===== config.mk =====
export PLATFORM = sky130hd
export DESIGN_NAME = intc_multi
export DESIGN_NICKNAME = d
export VERILOG_FILES = /design/src/rtl/intc_pkg.sv /design/src/rtl/intc_prio_enc.sv /design/src/rtl/intc_multi.sv
export SDC_FILE = /design/constraint.sdc
export NUM_CORES = 1
export LEC_CHECK = 0
export ABC_CLOCK_PERIOD_IN_PS = 1300
export BUFFER_PORTS_ARGS = -buffer_cell sky130_fd_sc_hd__buf_4
export CORE_UTILIZATION = 35
export CTS_CLUSTER_DIAMETER = 100
export CTS_CLUSTER_SIZE = 16
export DETAILED_ROUTE_END_ITERATION = 16
export GPL_TIMING_DRIVEN = 0
export PLACE_DENSITY = 0.72
export SETUP_SLACK_MARGIN = 0.3
export SYNTH_ARGS = -nofsm -noshare
export SYNTH_HDL_FRONTEND = slang
export SYNTH_SLANG_ARGS = --single-unit

===== constraint.sdc =====
create_clock -name clk -period 1.3 [get_ports clk]
set_clock_uncertainty 0.1 [all_clocks]
set_input_delay 0.13 -clock clk [delete_from_list [all_inputs] [get_ports clk]]
set_output_delay 0.13 -clock clk [all_outputs]
set_load 0.01 [all_outputs]

===== src/rtl/intc_pkg.sv =====
// ============================================================================
//  Module   : intc_pkg
//  Brief    : Shared cause codes, controller state type and cause mapping.
//  Revision : 1.0 - initial release
// ============================================================================
`default_nettype none

package intc_pkg;

    localparam logic [31:0] CAUSE_NONE     = 32'd0;
    localparam logic [31:0] CAUSE_TIMER    = 32'd1;
    localparam logic [31:0] CAUSE_HALT     = 32'd2;
    localparam logic [31:0] CAUSE_EXT_BASE = 32'd3;

    typedef enum logic [1:0] {
        IDLE    = 2'd0,
        TAKE    = 2'd1,
        HANDLER = 2'd2
    } state_t;

    // Pending vector layout: bit 0 halt, bit 1 timer, bits 2.. external lines.
    function automatic logic [31:0] cause_of_bit(input int idx);
        if (idx == 0) begin
            return CAUSE_HALT;
        end else if (idx == 1) begin
            return CAUSE_TIMER;
        end else begin
            return CAUSE_EXT_BASE + 32'(idx - 2);
        end
    endfunction

endpackage

`default_nettype wire


===== src/rtl/intc_prio_enc.sv =====
// ============================================================================
//  Module   : intc_prio_enc
//  Brief    : Fixed-priority encoder, lowest pending index wins.
//  Revision : 1.0 - initial release
// ============================================================================
`default_nettype none

module intc_prio_enc
    import intc_pkg::*;
#(
    parameter int WIDTH = 6
) (
    input  logic [WIDTH-1:0] pend,
    output logic             valid,
    output logic [31:0]      cause
);

    always_comb begin
        valid = 1'b0;
        cause = CAUSE_NONE;
        for (int i = WIDTH - 1; i >= 0; i--) begin
            if (pend[i]) begin
                valid = 1'b1;
                cause = cause_of_bit(i);
            end
        end
    end

endmodule

`default_nettype wire


===== src/rtl/intc_multi.sv =====
// ============================================================================
//  Module   : intc_multi
//  Brief    : Interrupt controller: halt, quantum timer and N maskable lines.
//             Timer present only when INTC_TIMER_EN is defined.
//  Revision : 1.0 - initial release
// ============================================================================
`default_nettype none

module intc_multi
    import intc_pkg::*;
#(
    parameter int                N_SRC  = 4,
    parameter int                PC_W   = 11,
    parameter int                TIME_W = 16,
    parameter logic [PC_W-1:0]   VECTOR = '0
) (
    input  logic                 clk,
    input  logic                 rst_n,
    input  logic                 halt_i,
    input  logic [N_SRC-1:0]     ext_irq_i,
    input  logic [N_SRC-1:0]     irq_mask_i,
    input  logic                 set_time_i,
    input  logic [TIME_W-1:0]    time_i,
    input  logic [PC_W-1:0]      pc_i,
    input  logic                 ack_i,
    input  logic                 ret_i,
    output logic                 redirect_o,
    output logic [PC_W-1:0]      vector_o,
    output logic [PC_W-1:0]      saved_pc_o,
    output logic [31:0]          cause_o,
    output logic                 busy_o
);

    localparam int c_pend_w = N_SRC + 2;

    state_t                r_state;
    state_t                w_state_nxt;
    logic [c_pend_w-1:0]   r_pend;
    logic [c_pend_w-1:0]   w_set;
    logic [c_pend_w-1:0]   w_clr;
    logic [c_pend_w-1:0]   w_elig;
    logic                  w_valid;
    logic [31:0]           w_win_cause;
    logic [31:0]           r_cause;
    logic [PC_W-1:0]       r_saved_pc;
    logic                  w_timer_exp;

`ifdef INTC_TIMER_EN
    logic                  r_run;
    logic [TIME_W-1:0]     r_count;
    logic [TIME_W-1:0]     r_reload;

    // A load in the same cycle as an expiry discards the expiry.
    assign w_timer_exp = r_run && !busy_o && !set_time_i && (r_count == TIME_W'(1));

    always_ff @(posedge clk) begin
        if (!rst_n) begin
            r_run    <= 1'b0;
            r_count  <= '0;
            r_reload <= '0;
        end else if (set_time_i) begin
            if (time_i != '0) begin
                r_run    <= 1'b1;
                r_count  <= time_i;
                r_reload <= time_i;
            end else begin
                r_run    <= 1'b0;
            end
        end else if (r_run && !busy_o) begin
            r_count <= (r_count > TIME_W'(1)) ? r_count - TIME_W'(1) : r_reload;
        end
    end
`else
    logic w_unused_timer;

    assign w_unused_timer = ^{set_time_i, time_i};
    assign w_timer_exp    = 1'b0;
`endif

    assign w_set  = {ext_irq_i, w_timer_exp, halt_i};
    assign w_elig = r_pend & {irq_mask_i, 2'b11};

    always_comb begin
        w_clr = '0;
        if (r_state == HANDLER && ack_i) begin
            for (int k = 0; k < c_pend_w; k++) begin
                if (r_cause == cause_of_bit(k)) begin
                    w_clr[k] = 1'b1;
                end
            end
        end
    end

    intc_prio_enc #(
        .WIDTH (c_pend_w)
    ) u_prio_enc (
        .pend  (w_elig),
        .valid (w_valid),
        .cause (w_win_cause)
    );

    always_comb begin
        w_state_nxt = r_state;
        case (r_state)
            IDLE:    if (w_valid) w_state_nxt = TAKE;
            TAKE:    w_state_nxt = HANDLER;
            HANDLER: if (ret_i) w_state_nxt = IDLE;
            default: w_state_nxt = IDLE;
        endcase
    end

    always_ff @(posedge clk) begin
        if (!rst_n) begin
            r_state <= IDLE;
        end else begin
            r_state <= w_state_nxt;
        end
    end

    // Setting wins over clearing so an event coinciding with its ack is kept.
    always_ff @(posedge clk) begin
        if (!rst_n) begin
            r_pend     <= '0;
            r_cause    <= CAUSE_NONE;
            r_saved_pc <= '0;
        end else begin
            r_pend <= (r_pend & ~w_clr) | w_set;
            if (r_state == IDLE && w_valid) begin
                r_cause <= w_win_cause;
            end else if (r_state == HANDLER && ack_i) begin
                r_cause <= CAUSE_NONE;
            end
            if (r_state == TAKE) begin
                r_saved_pc <= pc_i;
            end
        end
    end

    assign redirect_o = (r_state == TAKE);
    assign busy_o     = (r_state == HANDLER);
    assign vector_o   = VECTOR;
    assign saved_pc_o = r_saved_pc;
    assign cause_o    = r_cause;

endmodule

`default_nettype wire


==> impl_metrics.csv, run 1 <==
group,metric,value,unit
outcome,status,"finished clean",
setup_path,path_max_fanout,4,
detailed_routing,vias,1214,
min_path,min-delay-start,"rst_n",
detailed_routing,drt_first_iter_violations,28,
grt,grt_pass1_vias,1094,
sta,rsz0062_at_grt,"true",
setup_path,r2r-end,"r_pend[3]",
grt,antenna_found_initial,0,
yosys,synth_area_per_cell,8.505,um^2
yosys,synth_top_area_frac,0.3621,
placement,pre_cts_slack,-16.67,ps
floorplan,start_util,0.3645,
yosys,netlist_area,1216,um^2
placement,io_buffers,39,
setup_path,worstPathArrival,1410,ps
yosys,yosys_warnings,0,
power_and_ir_drop,comb_power_share,0.339,
yosys,synth.most_common_cell,"buf_4",
clock_network,clock_latency,320,ps
power_and_ir_drop,vdd_drop_max,696.7,uV
floorplan,die_w,60.95,um
detailed_routing,vias_per_cell,3.980,
floorplan,ios,97,
finish,n_antenna_cell,0,
clock_network,ctsLongestPathBuffers,2,
clock_network,cts.clk_slew.worst_paths,130,ps
yosys,synth-main-ff-cell,"dfxtp_1",
finish,multi_input_area,694.4,um^2
detailed_routing,drc,0,
sta,setup_viol,0,
grt,track_usage,0.1672,
yosys,synth_area_leader_cell,"dfxtp_1",
finish,drive_above_1_share,0.5367,
sta,min_period,1292,ps
grt,grt_pass1_wl,4623,um
finish,seqCellArea,479.2,um^2
min_path,hold_path_class,"in2reg",
yosys,synth_common_cells,"41 x buf_4, 27 x nand2_1, 22 x dfxtp_1",
yosys,synthDistinctLibCells,27,
power_and_ir_drop,p_leak,1.113,nW
min_path,whs_endpoint,"cause_o[0]",
power_and_ir_drop,internal-power,1.461,mW
setup_path,rr_startpoint,"r_state[1]",
clock_network,cts_tree,"yes",
yosys,ys_seq_area_frac,0.3621,
sta,fmax,774.1,MHz
yosys,ys_seq_elements,22,
yosys,async_flop_share,0,
yosys,synthTopCellsByArea,"dfxtp_1 36%, buf_4 25%, nand2_1 8.3%, a21boi_0 6.8%, o21a_1 4.9%",
finish,fillers,249,
run,max_cap_violations,0,
setup_path,reg2reg_depth,4,
setup_path,r2r_slack,8,ps
clock_network,root_buffer,"clkbuf_4",
finish,fin_cells,305,
yosys,synth_edf_count,0,
grt,grt_max_degree,14,
placement,dp_hpwl,1786,um
detailed_routing,routedWlPerCell,9.216,um
power_and_ir_drop,power.switching,0.5508,mW
detailed_routing,dr.pass1.iters,4,
placement,placed_cells,267,
clock_network,cts_num_sinks,22,
detailed_routing,ant_nets,0,
yosys,synthCells,143,
floorplan,die_y,60.95,um
finish,synthToLayoutAreaGrowth,88.17,%
floorplan,core-area,3337,um^2
floorplan,die-area,3714,um^2
placement,place_area,1722,um^2
sta,maxSlewViolCount,0,
setup_path,path_class,"reg2reg",
setup_path,cp-start-kind,"flop",
finish,final_area,2288,um^2
finish,nets,301,
sta,setup_slack,8.198,ps
power_and_ir_drop,power.total,2.012,mW
power_and_ir_drop,clkPwrFrac,0.265,
detailed_routing,drt_wl_total,2811,um
clock_network,cts_made_buffers,3,
sta,finalCritPeriodShare,0.9937,
min_path,holdPathStages,3,
floorplan,rows,21,
grt,overflow,0,
sta,hold_violations,0,
power_and_ir_drop,power_per_cell_area,879.0,nW/um^2
placement,gp_congestion,0.7980,
setup_path,endpoint_kind,"flop",
setup_path,required,1420,ps
clock_network,htreeDepth,1,
power_and_ir_drop,switching_share,0.2738,
power_and_ir_drop,p_seq_frac,0.396,
## routing by layer
metal	vias to the layer above	GRT usage	part of all wire
met5	-	0	0
met4	0	0.02597	0.0050
met3	2	0.06183	0.11
met2	61	0.3297	0.51
met1	523	0.1686	0.37
li1	628	-	-
## flip-flops by register name, summed over array words and instances, names as in the netlist
| register | count |
|---|---|
| r_pend | 6 |
| saved_pc_o | 11 |
| cause_o | 3 |
| r_state | 2 |
## cell usage in the layout, fill, tap and decap left out, drive strengths merged
cell type	instances
nor3b	1
conb	40
o31ai	2
a21oi	1
inv	1
nand2b	3
nand2	28
mux2i	1
o21a	8
nor2b	2
nand3b	1
a21boi	11
buf	96
nor2	3
a311oi	1
dfxtp	22
and2	1
o31a	3
bufinv	1
a211oi	2
o22ai	1
o311a	1
clkbuf	5
dlygate4sd3	19
nand3	3
a22oi	2
## worst max-delay path by stage
stage                     startpoint          to  cells past startpoint  slack [ps]
after detailed placement   r_pend[2]  cause_o[1]                      3         -20
after global placement     r_pend[2]  cause_o[1]                      3         -20
after global routing      r_state[1]  redirect_o                      4         -40
after CTS                 r_state[1]  redirect_o                      4          20
after floorplan           r_state[1]   r_pend[5]                      4          80
final                     r_state[1]   r_pend[3]                      4           8
## worst max-delay path: stages, from the launching register on
cell,delay (ps)
dfxtp_2,360
nor2b_4,250
nand2_4,90
o31a_1,240
o21a_1,160
## metrics by stage
| stage | utilization | hold slack, ps | TNS (ps) |
|---|---|---|---|
| after floorplan | - | 153.8 | 0 |
| after global placement | 0.5159 | 240.9 | -24.98 |
| after detailed placement | 0.5159 | 242.3 | -16.67 |
| after CTS | 0.6764 | 16.34 | 0 |
| after global routing | 0.6858 | 28.75 | -181.0 |
| final | 0.6858 | 18.44 | 0 |
## power by group through the flow
stage,Clock [mW],Sequential (mW),Combinational (mW)
after floorplan,0,0.801,0.295
after global placement,0,0.792,0.459
after detailed placement,0,0.793,0.460
after CTS,0.542,0.795,0.656
after global routing,0.577,0.805,0.750
final,0.534,0.796,0.681
## what timing repair did
action                                  4_1_cts  5_1_grt
pin swaps                                    10        8
gates cloned                                  1        0
buffers inserted                             13        1
endpoints found under the hold margin        18        0
gates resized for setup                      62       14
endpoints found under the setup margin       37       38
hold buffers                                 19        0
## logic make-up (layout without fill, tap and decap cells)
kind of cell    after synthesis  count (layout)  share of synthesized area
buf+inv                      45             122                     0.2665
compound gates               32              32                     0.2006
mux                           1               1                   0.008231
simple gates                 42              42                     0.1595
other cells                   1              40                   0.003083
flops                        22              22                     0.3621
## layout make-up
cell class | count | area share
inverters | 1 | 0.001640
flip-flops and latches | 22 | 0.2094
clock buffers | 3 | 0.009841
plain buffers | 44 | 0.1443
repair buffers | 73 | 0.2931
clock inverters | 1 | 0.01312
multi-input cells | 115 | 0.3034
well taps | 46 | 0.02515
Power figures use the tool's default switching activity.
==> run 2: changes to the inputs <==
--- a/config.mk
+++ b/config.mk
@@ -5,6 +5,7 @@
 export SDC_FILE = /design/constraint.sdc
 export NUM_CORES = 1
 export LEC_CHECK = 0
+export ABC_AREA = 1
 export ABC_CLOCK_PERIOD_IN_PS = 1300
 export BUFFER_PORTS_ARGS = -buffer_cell sky130_fd_sc_hd__buf_4
 export CORE_UTILIZATION = 35
==> run 2 against run 1 <==
Final area rose by 4.7%. Critical path type is now reg2out. First-iteration DRC count rose by 57%. Sequential share of layout area down 0.94 points. Clock power about the same. Via count is 8.9% higher. Power up 8.5%.
==> impl_metrics.csv, run 2 <==
group,metric,value,unit
outcome,status,"finished clean",
finish,final_cell_mix,"72 x buf_4, 40 x conb_1, 23 x buf_6",
placement,gp_congestion,0.8200,
finish,nets,325,
power_and_ir_drop,p_seq_frac,0.376,
floorplan,rows,20,
clock_network,cts.clk_slew.worst_paths,130,ps
power_and_ir_drop,vdd_drop_max,902.9,uV
placement,io_buffers,39,
yosys,synthCells,168,
power_and_ir_drop,clkPwrFrac,0.246,
power_and_ir_drop,p_leak,1.204,nW
sta,rsz0062_at_grt,"true",
grt,grt_pass1_wl,4940,um
run,max_cap_violations,0,
clock_network,htreeDepth,1,
grt,grt_util_met2,0.3501,
finish,largest_reg_flops,11,
detailed_routing,drt_wl_total,3600,um
yosys,synth_area_per_cell,7.202,um^2
detailed_routing,ant_nets,0,
floorplan,die_w,60.80,um
yosys,synthDistinctLibCells,18,
detailed_routing,vias_per_cell,4.043,
placement,dp_hpwl,1925,um
clock_network,ctsLongestPathBuffers,2,
yosys,synthTopCellsByArea,"dfxtp_1 36%, buf_4 25%, nor2_1 9.9%, o21ai_0 5.8%, inv_1 5.3%",
setup_path,path_max_fanout,2,
floorplan,ios,97,
yosys,synth_area_leader_cell,"dfxtp_1",
power_and_ir_drop,internal-power,1.507,mW
floorplan,die_y,60.80,um
power_and_ir_drop,switching_share,0.3093,
yosys,synth_common_cells,"41 x buf_4, 32 x nor2_1, 22 x dfxtp_1",
clock_network,root_buffer,"clkbuf_4",
power_and_ir_drop,power_per_cell_area,910.6,nW/um^2
yosys,netlist_area,1210,um^2
sta,maxSlewViolCount,0,
yosys,synth_top_area_frac,0.3640,
yosys,ys_seq_elements,22,
yosys,ys_seq_area_frac,0.3640,
power_and_ir_drop,power.switching,0.6749,mW
clock_network,clock_latency,320,ps
grt,track_usage,0.1838,
yosys,yosys_warnings,0,
setup_path,endpoint_kind,"output pin",
grt,grt_pass1_vias,1159,
clock_network,cts_made_buffers,3,
power_and_ir_drop,power.total,2.182,mW
placement,placed_cells,290,
finish,synthToLayoutAreaGrowth,98.04,%
grt,overflow,0,
grt,grt_busiest_layer,"met2",
yosys,synth-main-ff-cell,"dfxtp_1",
detailed_routing,drt_first_iter_violations,44,
clock_network,cts_tree,"yes",
finish,drive_above_1_share,0.5866,
detailed_routing,vias,1322,
clock_network,cts_num_sinks,22,
setup_path,required,1070,ps
setup_path,slowest_delay,360,ps
grt,use_met3,0.06610,
detailed_routing,drc,0,
setup_path,crit_top_cell,"buf_6",
finish,fin_cells,327,
grt,antenna_found_initial,0,
finish,final_common_cell,"buf_4",
floorplan,die-area,3696,um^2
placement,place_area,1723,um^2
sta,hold_violations,0,
setup_path,slowest_stage,"dfxtp_2",
yosys,synth_edf_count,0,
sta,tns,0,ps
yosys,async_flop_share,0,
sta,setup_viol,0,
yosys,synth.most_common_cell,"buf_4",
detailed_routing,dr.pass1.iters,4,
floorplan,core-area,3153,um^2
min_path,hold_path_class,"in2reg",
power_and_ir_drop,comb_power_share,0.378,
setup_path,cp-start-kind,"flop",
grt,grtUsageMet1,0.1862,
grt,grt_max_degree,14,
setup_path,path_class,"reg2out",
finish,n_antenna_cell,0,
finish,final_area,2396,um^2
sta,fmax,792.9,MHz
setup_path,worstPathArrival,1030,ps
setup_path,crit_path_cell_trace,"inv_2 -> nor2_4 -> buf_6 -> buf_6",
sta,min_period,1261,ps
sta,finalCritPeriodShare,0.9702,
floorplan,start_util,0.3837,
detailed_routing,routedWlPerCell,11.01,um
-- run 2: worst paths after layout --
kind / start / depth (start not counted) / slack [ps] / end
hold / removal: ack_i / 4 / 100 / cause_o[2]
hold reg to reg: r_pend[2] / 2 / 370 / r_pend[2]
setup reg to reg: r_state[0] / 7 / 50 / r_pend[0]
setup / recovery: r_state[0] / 4 / 40 / redirect_o
-- run 2: per-stage QoR --
stage          utilization  worst slack (ps)  hold WS, ps
2_1_floorplan            -             290.9        146.2
3_3_place_gp        0.5464             199.1        245.0
3_5_place_dp        0.5464             185.8        252.0
4_1_cts             0.7056             11.88        66.61
5_1_grt             0.7599            -24.24        88.90
6_report            0.7599             38.75        97.34
-- run 2: timing repair --
action                                  4_1_cts  5_1_grt
resized for setup                            60       44
buffers inserted                             11        2
pin swaps                                    14       14
hold endpoints to repair                     19        0
gates cloned                                  2        0
hold buffers                                 18        0
endpoints found under the setup margin       36       38
-- run 2: cell type report --
| type | count | area, um^2 |
|---|---|---|
| fill | 232 | 757.0 |
| multi-input combinational | 125 | 752.0 |
| timing repair buffer | 71 | 656.9 |
| sequential | 22 | 479.2 |
| buffer | 43 | 326.6 |
| inverter | 18 | 73.82 |
| tap | 44 | 55.05 |
| clock inverter | 1 | 30.03 |
| clock buffer | 3 | 22.52 |
-- run 2: logic make-up (layout without fill, tap and decap cells) --
family	after synthesis	in the layout	share of synthesized area
AO/OA/AOI/OAI	27	27	0.1158
buffers and inverters	61	136	0.3175
flip-flops	22	22	0.3640
other	1	40	0.003099
AND/OR/NAND/NOR	57	58	0.1996
-- run 2: power by group through the flow --
stage	registers, mW	clock network, mW	logic (mW)
final	0.821	0.537	0.824
after global routing	0.827	0.580	0.889
after CTS	0.806	0.551	0.728
after detailed placement	0.807	0	0.512
after global placement	0.807	0	0.506
after floorplan	0.826	0	0.310
-- run 2: per-layer routing --
layer	routed length, um	vias to the layer above	part of all wire
met5	0	-	0
met4	53	0	0.015
met3	278	8	0.077
met2	1970	66	0.55
met1	1298	569	0.36
li1	-	679	-
-- run 2: worst max-delay path: cells and delay by family (launching register included) --
| kind | cells | cell delay (ps) |
|---|---|---|
| AND/OR/NAND/NOR | 1 | 90 |
| flip-flops | 1 | 360 |
| buffers and inverters | 3 | 250 |
